### src/rtl/skolem_sweep_ctrl.sv
// Sweeps every (s,t) pair through an external Skolem block for (x >>u s) >s t,
// brute-forcing x when the Skolem output misses; tallies IC-true pairs and failures.
module skolem_sweep_ctrl #(
  parameter int W      = 4,
  parameter int SK_LAT = 1
) (
  input  logic           clk,
  input  logic           rst,
  input  logic           start,
  input  logic           abort,
  output logic           busy,
  output logic           done,
  output logic [W-1:0]   sk_s,
  output logic [W-1:0]   sk_t,
  input  logic [W-1:0]   sk_x,
  output logic [2*W:0]   ic_cnt,
  output logic [2*W:0]   fail_cnt,
  output logic           fail_valid,
  output logic [W-1:0]   fail_s,
  output logic [W-1:0]   fail_t,
  output logic [W-1:0]   fail_x
);

  localparam int CW = 2*W + 1;
  localparam int LW = (SK_LAT > 1) ? $clog2(SK_LAT) : 1;
  localparam logic [LW-1:0] LAT_LAST = LW'(SK_LAT - 1);
  localparam logic [CW-1:0] ONE_C    = CW'(1);
  localparam logic [W-1:0]  ONE_W    = W'(1);

  typedef enum logic [2:0] {
    IDLE, PRESENT, CHECK, SEARCH, NEXT, FIN
  } state_t;

  state_t        state;
  logic [LW-1:0] lat_cnt;
  logic [W-1:0]  x_cand;
  logic [W-1:0]  x_samp;

  // Logical shift already yields 0 for s >= W; compare as W-bit two's complement.
  function automatic logic pred(input logic [W-1:0] x, input logic [W-1:0] s,
                                input logic [W-1:0] t);
    logic [W-1:0] sh;
    sh = x >> s;
    return ($signed(sh) > $signed(t));
  endfunction

  always_ff @(posedge clk) begin
    if (rst) begin
      state      <= IDLE;
      lat_cnt    <= '0;
      x_cand     <= '0;
      x_samp     <= '0;
      busy       <= 1'b0;
      done       <= 1'b0;
      sk_s       <= '0;
      sk_t       <= '0;
      ic_cnt     <= '0;
      fail_cnt   <= '0;
      fail_valid <= 1'b0;
      fail_s     <= '0;
      fail_t     <= '0;
      fail_x     <= '0;
    end else begin
      done <= 1'b0;
      case (state)
        IDLE: begin
          if (start) begin
            ic_cnt     <= '0;
            fail_cnt   <= '0;
            fail_valid <= 1'b0;
            fail_s     <= '0;
            fail_t     <= '0;
            fail_x     <= '0;
            sk_s       <= '0;
            sk_t       <= '0;
            lat_cnt    <= '0;
            busy       <= 1'b1;
            state      <= PRESENT;
          end
        end
        FIN: state <= IDLE;
        default: begin
          // Abort wins over any count the in-flight pair would have made.
          if (abort) begin
            busy  <= 1'b0;
            done  <= 1'b1;
            state <= FIN;
          end else begin
            case (state)
              PRESENT: begin
                if (lat_cnt == LAT_LAST) state <= CHECK;
                else lat_cnt <= lat_cnt + 1'b1;
              end
              CHECK: begin
                x_samp <= sk_x;
                if (pred(sk_x, sk_s, sk_t)) begin
                  ic_cnt <= ic_cnt + ONE_C;
                  state  <= NEXT;
                end else begin
                  x_cand <= '0;
                  state  <= SEARCH;
                end
              end
              SEARCH: begin
                if (pred(x_cand, sk_s, sk_t)) begin
                  ic_cnt   <= ic_cnt + ONE_C;
                  fail_cnt <= fail_cnt + ONE_C;
                  if (!fail_valid) begin
                    fail_valid <= 1'b1;
                    fail_s     <= sk_s;
                    fail_t     <= sk_t;
                    fail_x     <= x_samp;
                  end
                  state <= NEXT;
                end else if (x_cand == '1) begin
                  state <= NEXT;
                end else begin
                  x_cand <= x_cand + ONE_W;
                end
              end
              NEXT: begin
                if (sk_s == '1 && sk_t == '1) begin
                  busy  <= 1'b0;
                  done  <= 1'b1;
                  state <= FIN;
                end else begin
                  sk_t <= sk_t + ONE_W;
                  if (sk_t == '1) sk_s <= sk_s + ONE_W;
                  lat_cnt <= '0;
                  state   <= PRESENT;
                end
              end
              default: state <= IDLE;
            endcase
          end
        end
      endcase
    end
  end

endmodule

### config.mk
export PLATFORM = sky130hd
export DESIGN_NAME = skolem_sweep_ctrl
export DESIGN_NICKNAME = d
export VERILOG_FILES = /design/src/rtl/skolem_sweep_ctrl.sv
export SDC_FILE = /design/constraint.sdc
export NUM_CORES = 1
export LEC_CHECK = 0
export ABC_AREA = 1
export CAP_MARGIN = 10
export CORE_ASPECT_RATIO = 1.2
export CORE_MARGIN = 2
export CORE_UTILIZATION = 45
export CTS_CLUSTER_SIZE = 24
export DETAILED_ROUTE_END_ITERATION = 12
export PLACE_DENSITY = 0.72
export SYNTH_ARGS = -nofsm -noshare
export SYNTH_HDL_FRONTEND = slang
export SYNTH_SLANG_ARGS = --single-unit
### constraint.sdc
create_clock -name clk -period 2.9 [get_ports clk]
set_clock_uncertainty 0.1 [all_clocks]
set_input_delay 0.435 -clock clk [delete_from_list [all_inputs] [get_ports clk]]
set_output_delay 0.435 -clock clk [all_outputs]
set_load 0.005 [all_outputs]
==> results of run 1 <==
## flip-flops by register name (all words and copies together) (netlist names)
name,flops
busy,1
done,1
fail_cnt,9
fail_s,4
fail_t,4
fail_valid,1
fail_x,4
ic_cnt,9
sk_s,4
sk_t,4
state,3
x_cand,4
x_samp,4
## worst register-to-register path: cells and delay by family (launching register included)
family | cells | cell delay (ns)
AND/OR/NAND/NOR | 9 | 1.13
adder cells (fa/ha/maj) | 1 | 0.31
buffers and inverters | 2 | 0.21
AO/OA/AOI/OAI | 2 | 0.34
flip-flops | 1 | 0.46
## layout make-up
type	instances	area share [%]
Multi-Input combinational cell	354	47.30
Sequential cell	52	27.37
Timing Repair Buffer	56	14.21
Inverter	58	5.789
Tap cell	87	2.862
Clock buffer	7	2.270
Clock inverter	1	0.1974
## report_power, final
| group | internal (W) | switching (W) | total [W] |
|---|---|---|---|
| combinational | 0.000275 | 0.000374 | 0.000649 |
| sequential | 0.000779 | 0.0000547 | 0.000833 |
| clock | 0.000195 | 0.000243 | 0.000437 |
## cell families (layout without fill, tap and decap cells)
family	count (synthesis)	in the layout	share of synthesized area, %
compound gates	61	61	10.93
xor+xnor	7	7	1.954
simple gates	273	273	39.27
fa+ha+maj	13	13	5.184
buf+inv	73	122	9.490
flops	52	52	33.17
## final timing paths
check / from / slack [ns] / endpoint
hold / removal: busy$_SDFFE_PP0P_ / 0.37 / busy$_SDFFE_PP0P_
hold reg to reg: busy$_SDFFE_PP0P_ / 0.37 / busy$_SDFFE_PP0P_
setup reg to reg: sk_s[3]$_SDFFE_PP0P_ / 0.29 / ic_cnt[7]$_SDFFE_PP0P_
setup / recovery: sk_s[3]$_SDFFE_PP0P_ / 0.29 / ic_cnt[7]$_SDFFE_PP0P_
## cell usage in the layout (no fill, tap or decap), types with 3 or more instances in the layout
| cell type | instances |
|---|---|
| a21oi_1 | 32 |
| buf_4 | 8 |
| clkbuf_8 | 6 |
| clkdlybuf4s50_1 | 48 |
| dfxtp_1 | 52 |
| ha_1 | 13 |
| inv_1 | 54 |
| inv_2 | 3 |
| nand2_1 | 109 |
| nand2_2 | 5 |
| nand3_1 | 48 |
| nand4_1 | 22 |
| nor2_1 | 71 |
| nor2_4 | 3 |
| nor3_1 | 6 |
| o21ai_0 | 17 |
| xor2_1 | 5 |
## per-stage QoR
step | power (W) | util, % | instances | worst slack, ns
CTS | 0.001931 | 55.83 | 615 | 0.3269
floorplan | 0.001279 | - | 479 | 0.5006
detailed placement | 0.001498 | 54.45 | 607 | 0.1340
global route | 0.002058 | 55.83 | 615 | 0.1090
global placement | 0.001486 | 54.45 | 607 | 0.1872
finish | 0.001920 | 55.83 | 615 | 0.2858
## layer usage
metal,vias up,wire [µm],share of wire [%]
met3,9,282,3.7
met1,1472,3465,46
met4,0,84,1.1
li1,1658,-,-
met2,70,3713,49
met5,-,0,0
==> impl_metrics.py, run 1 <==
metrics = {
    "synthesis": {
        "yosys-top-cells-area": "dfxtp_1 33%, nand2_1 13%, nor2_1 8.5%, nand3_1 7.7%, inv_1 6.5%",
        "ys_top_cells_by_count": "109 x nand2_1, 71 x nor2_1, 54 x inv_1, 52 x dfxtp_1, 48 x nand3_1",
        "synthMostInstantiatedCell": "nand2_1",
        "seq_area_frac_synth_pct": 33.17,
        "ys_ff_latch": 52,
        "synth_warnings": 0,
        "syn_nets": 500,
        "syn-instance-count": 479,
        "netlist_area_mm2": 0.003138,
        "yosys.area.top_type": "dfxtp_1",
        "synth_cell_types": 37,
        "synth_top_cell_area_share_pct": 33.17,
        "synth.avg_cell_area_um2": 6.551,
        "ys_async_sr_fraction_pct": 0,
        "synth_enable_flop_cells": 0,
        "synth-main-ff-cell": "dfxtp_1",
    },
    "cells_and_area": {
        "layout-drive-gt1-share_pct": 6.629,
        "multiInputGateArea_mm2": 0.001799,
        "post-route-cell-area_mm2": 0.003804,
        "layout-area-overhead-vs-synth_pct": 21.21,
        "nFillCells": 685,
        "antenna_cells": 0,
        "seq_area_mm2": 0.001041,
        "nets": 548,
    },
    "global_route": {
        "overflow": 0,
        "busiest_layer": "met2",
        "gr-usage-all-layers_pct": 20.43,
        "grt_pass1_wl_um": 12630,
        "antenna_found_initial": 0,
        "grt_max_degree": 26,
        "use_met3_pct": 2.841,
        "met1_usage_pct": 25.51,
        "grt_pass1_vias": 2945,
        "grt.met2_usage_pct": 36.46,
    },
    "floorplanning": {
        "die_h_um": 95.48,
        "die_x_um": 80.23,
        "core_mm2": 0.006813,
        "rows": 33,
        "initial_utilization_pct": 46.06,
        "die-area_mm2": 0.007660,
        "io_pins": 49,
    },
    "min_path": {
        "hp-class": "reg2reg",
        "whs_path_depth": 2,
    },
    "placed_design": {
        "dp_hpwl_um": 5741,
        "gp_congestion": 0.9335,
        "io_buffers": 48,
        "place_area_mm2": 0.003710,
    },
    "flow_run": {
        "maxCapViolations": 0,
    },
    "clock_tree": {
        "htree_num_levels": 2,
        "cts_setup_buffers": 0,
        "clockBufferDepth": 2,
        "cts_resized": 0,
        "cts-root-buf": "clkbuf_8",
        "holdBufCountCts": 0,
        "path_clk_slew_ns": 0.10,
        "clk_latency_ns": 0.31,
        "tritoncts": "yes",
        "numCtsBuffers": 5,
        "cts_sinks": 52,
    },
    "worst_setup_path": {
        "crit_required_ns": 3.04,
        "path_buf_inv": 2,
        "cp.arrival_ns": 2.75,
        "cp-start-kind": "flip-flop",
        "crit_slowest_cell": "dfxtp_1",
        "max_stage_delay_ns": 0.46,
        "worstPathCellList": "inv_1 > nand2_1 > nor2_1 > a31oi_1 > nor2_1 > ha_1 > nand3_1 > nand2_1 > inv_1 > nand2_1 > nand3_1 > nand3_4 > nand2_1 > a21oi_1",
        "ff2ff_path_depth": 14,
        "cp_common_cell": "nand2_1",
        "crit_family": "simple AND/OR/NAND/NOR gates",
        "endpoint_kind": "flip-flop",
        "crit_type": "reg2reg",
        "critical_path_depth": 14,
        "worstPathMaxFanout": 10,
    },
    "timing": {
        "whs_ns": 0.3686,
        "worst_slew_pin_slew_ns": 0.4222,
        "min_period_over_period_pct": 90.15,
        "fin_setup_tns_ns": 0,
        "finalHoldViolCount": 0,
        "finalSetupViolations": 0,
        "drv_slew": 0,
        "post-route-min-period_ns": 2.614,
        "rsz0062_at_grt": "false",
        "slew_headroom_pct": 71.77,
        "max_freq_mhz": 382.5,
    },
    "pwr": {
        "power.density_mw_per_mm2": 504.7,
        "peakVddDrop_mv": 0.2774,
        "leakagePower_nw": 1.564,
    },
    "route": {
        "viasPerCell": 5.218,
        "vias": 3209,
        "drt_first_pass_iters": 4,
        "initialDrtViolationCount": 122,
        "routedWlPerCell_um": 12.27,
        "antenna_left": 0,
        "wirelength_um": 7545,
        "drt_drc_violations_left": 0,
    },
    "run_status": {
        "outcome": "complete, no violations",
    },
}
Power figures use the tool's default switching activity.
==> run 2, diff against run 1 <==
--- a/config.mk
+++ b/config.mk
@@ -9,10 +9,11 @@
 export CAP_MARGIN = 10
 export CORE_ASPECT_RATIO = 1.2
 export CORE_MARGIN = 2
-export CORE_UTILIZATION = 45
+export CORE_UTILIZATION = 54
 export CTS_CLUSTER_SIZE = 24
 export DETAILED_ROUTE_END_ITERATION = 12
-export PLACE_DENSITY = 0.72
+export PLACE_DENSITY = 0.83
 export SYNTH_ARGS = -nofsm -noshare
 export SYNTH_HDL_FRONTEND = slang
 export SYNTH_SLANG_ARGS = --single-unit
+export TNS_END_PERCENT = 10
==> impl_metrics.py, run 2 (synthesis gave the netlist of run 1 again) <==
metrics = {
    "run_status": {
        "outcome": "complete, no violations",
    },
    "route": {
        "vias": 3304,
        "antenna_left": 0,
        "routedWlPerCell_um": 13.61,
        "drt_first_pass_iters": 5,
        "viasPerCell": 5.591,
        "wirelength_um": 8042,
        "initialDrtViolationCount": 240,
        "drt_drc_violations_left": 0,
    },
    "global_route": {
        "grt_pass1_vias": 2970,
        "antenna_found_initial": 0,
        "grt_pass1_wl_um": 13480,
        "gr-usage-all-layers_pct": 26.37,
        "overflow": 0,
        "grt_max_degree": 25,
    },
    "timing": {
        "rsz0062_at_grt": "false",
        "post-route-min-period_ns": 2.621,
        "min_period_over_period_pct": 90.39,
        "finalHoldViolCount": 0,
        "max_freq_mhz": 381.5,
        "drv_slew": 0,
        "worst_slew_pin_slew_ns": 0.4343,
        "whs_ns": 0.3697,
        "fin_setup_tns_ns": 0,
        "finalSetupViolations": 0,
        "slew_headroom_pct": 70.96,
    },
    "pwr": {
        "power_w": 0.002026,
        "leakagePower_nw": 1.581,
        "power.density_mw_per_mm2": 533.1,
        "peakVddDrop_mv": 0.3173,
    },
    "clock_tree": {
        "cts_setup_buffers": 0,
        "tritoncts": "yes",
        "clk_latency_ns": 0.31,
        "cts-root-buf": "clkbuf_8",
        "cts_sinks": 52,
        "numCtsBuffers": 5,
        "cts_resized": 0,
        "htree_num_levels": 2,
        "holdBufCountCts": 0,
        "path_clk_slew_ns": 0.10,
        "clockBufferDepth": 2,
    },
    "worst_setup_path": {
        "regToRegEndpoint": "ic_cnt[2]$_SDFFE_PP0P_",
        "crit_path_start": "sk_s[2]$_SDFFE_PP0P_",
        "endpoint_kind": "flip-flop",
        "crit_slowest_cell": "dfxtp_1",
        "ff2ff_path_depth": 11,
        "max_stage_delay_ns": 0.45,
        "cp-start-kind": "flip-flop",
        "regToRegSetupSlack_ns": 0.28,
        "worstPathCellList": "nor2_1 > inv_1 > o32ai_1 > ha_1 > nand3_1 > nand3_1 > nand2_1 > nand3_1 > nand3_4 > nand2_1 > a21oi_1",
        "timing.rr.start": "sk_s[2]$_SDFFE_PP0P_",
        "crit_end": "ic_cnt[2]$_SDFFE_PP0P_",
        "cp.arrival_ns": 2.75,
        "crit_type": "reg2reg",
        "cp_common_cell": "nand3_1",
        "worstPathMaxFanout": 10,
        "crit_required_ns": 3.03,
    },
    "cells_and_area": {
        "seq_area_mm2": 0.001041,
        "nets": 547,
        "top_regs": "fail_cnt: 9 flops, ic_cnt: 9 flops",
        "multiInputGateArea_mm2": 0.001799,
        "layout-drive-gt1-share_pct": 6.641,
        "final_common_cell": "nand2_1",
        "nFillCells": 535,
        "antenna_cells": 0,
        "layout-area-overhead-vs-synth_pct": 21.09,
        "layout_common_cells": "109 x nand2_1, 71 x nor2_1, 54 x inv_1",
    },
    "floorplanning": {
        "io_pins": 49,
        "core_mm2": 0.005630,
        "initial_utilization_pct": 55.73,
        "die_x_um": 73.59,
        "die_h_um": 87.51,
        "die-area_mm2": 0.006439,
        "rows": 30,
    },
    "flow_run": {
        "maxCapViolations": 0,
    },
    "placed_design": {
        "gp_congestion": 0.9642,
        "dp_hpwl_um": 6075,
        "io_buffers": 48,
    },
    "min_path": {
        "hp-class": "reg2reg",
    },
}
## run 2: changes by cell type in the layout (fill, tap and decap cells not counted)
cell / before / now
clkbuf_1: 1 / 0
clkinvlp_4: 1 / 0
buf_4: 8 / 7
clkbuf_8: 6 / 7
bufinv_16: 0 / 1
## run 2: area by class of cell
class	count	area share, %
multi-input combinational	354	47.35
inverter	58	5.795
clock inverter	1	0.7903
timing repair buffer	55	14.03
sequential	52	27.40
clock buffer	7	2.535
tap	64	2.107
## run 2: power by group
| group | total (W) | internal (W) | switching (W) |
|---|---|---|---|
| Combinational | 0.000654 | 0.000272 | 0.000382 |
| Sequential | 0.000831 | 0.000778 | 0.0000522 |
| Clock | 0.000542 | 0.000305 | 0.000237 |
| Total | 0.00203 | 0.00136 | 0.000671 |
## run 2: per-layer routing
layer	wire [µm]	vias to the layer above	global-route usage, %	share of wire, %
met3	537	18	3.704	6.7
li1	-	1660	-	-
met1	3462	1482	33.52	43
met5	0	-	0	0
met2	3792	144	44.72	47
met4	249	0	10.25	3.1
## run 2: how the worst min path moves through the flow
stage,startpoint,end,slack [ns],cells after the start
6_report,busy$_SDFFE_PP0P_,busy$_SDFFE_PP0P_,0.37,2
5_1_grt,busy$_SDFFE_PP0P_,busy$_SDFFE_PP0P_,0.40,2
4_1_cts,busy$_SDFFE_PP0P_,busy$_SDFFE_PP0P_,0.37,2
3_5_place_dp,fail_t[1]$_SDFFE_PP0P_,fail_t[1]$_SDFFE_PP0P_,0.36,2
3_3_place_gp,fail_x[2]$_SDFFE_PP0P_,fail_x[2]$_SDFFE_PP0P_,0.35,2
2_1_floorplan,x_samp[0]$_SDFFE_PP0P_,x_samp[0]$_SDFFE_PP0P_,0.36,2
## run 2: through the flow
step           cell area, µm²  util, %  setup slack, ns  instances
2_1_floorplan            3138        -           0.5006        479
3_3_place_gp             3674    65.24           0.1786        583
3_5_place_dp             3674    65.24          0.09940        583
4_1_cts                  3800    67.49           0.3058        591
5_1_grt                  3800    67.49          0.03866        591
6_report                 3800    67.49           0.2787        591
## run 2: worst max-delay path: cells and delay by family, from the launching register on
family          cells  cell delay [ns]
compound gates      2             0.43
flops               1             0.45
fa+ha+maj           1             0.30
buf+inv             1             0.13
simple gates        7             1.13
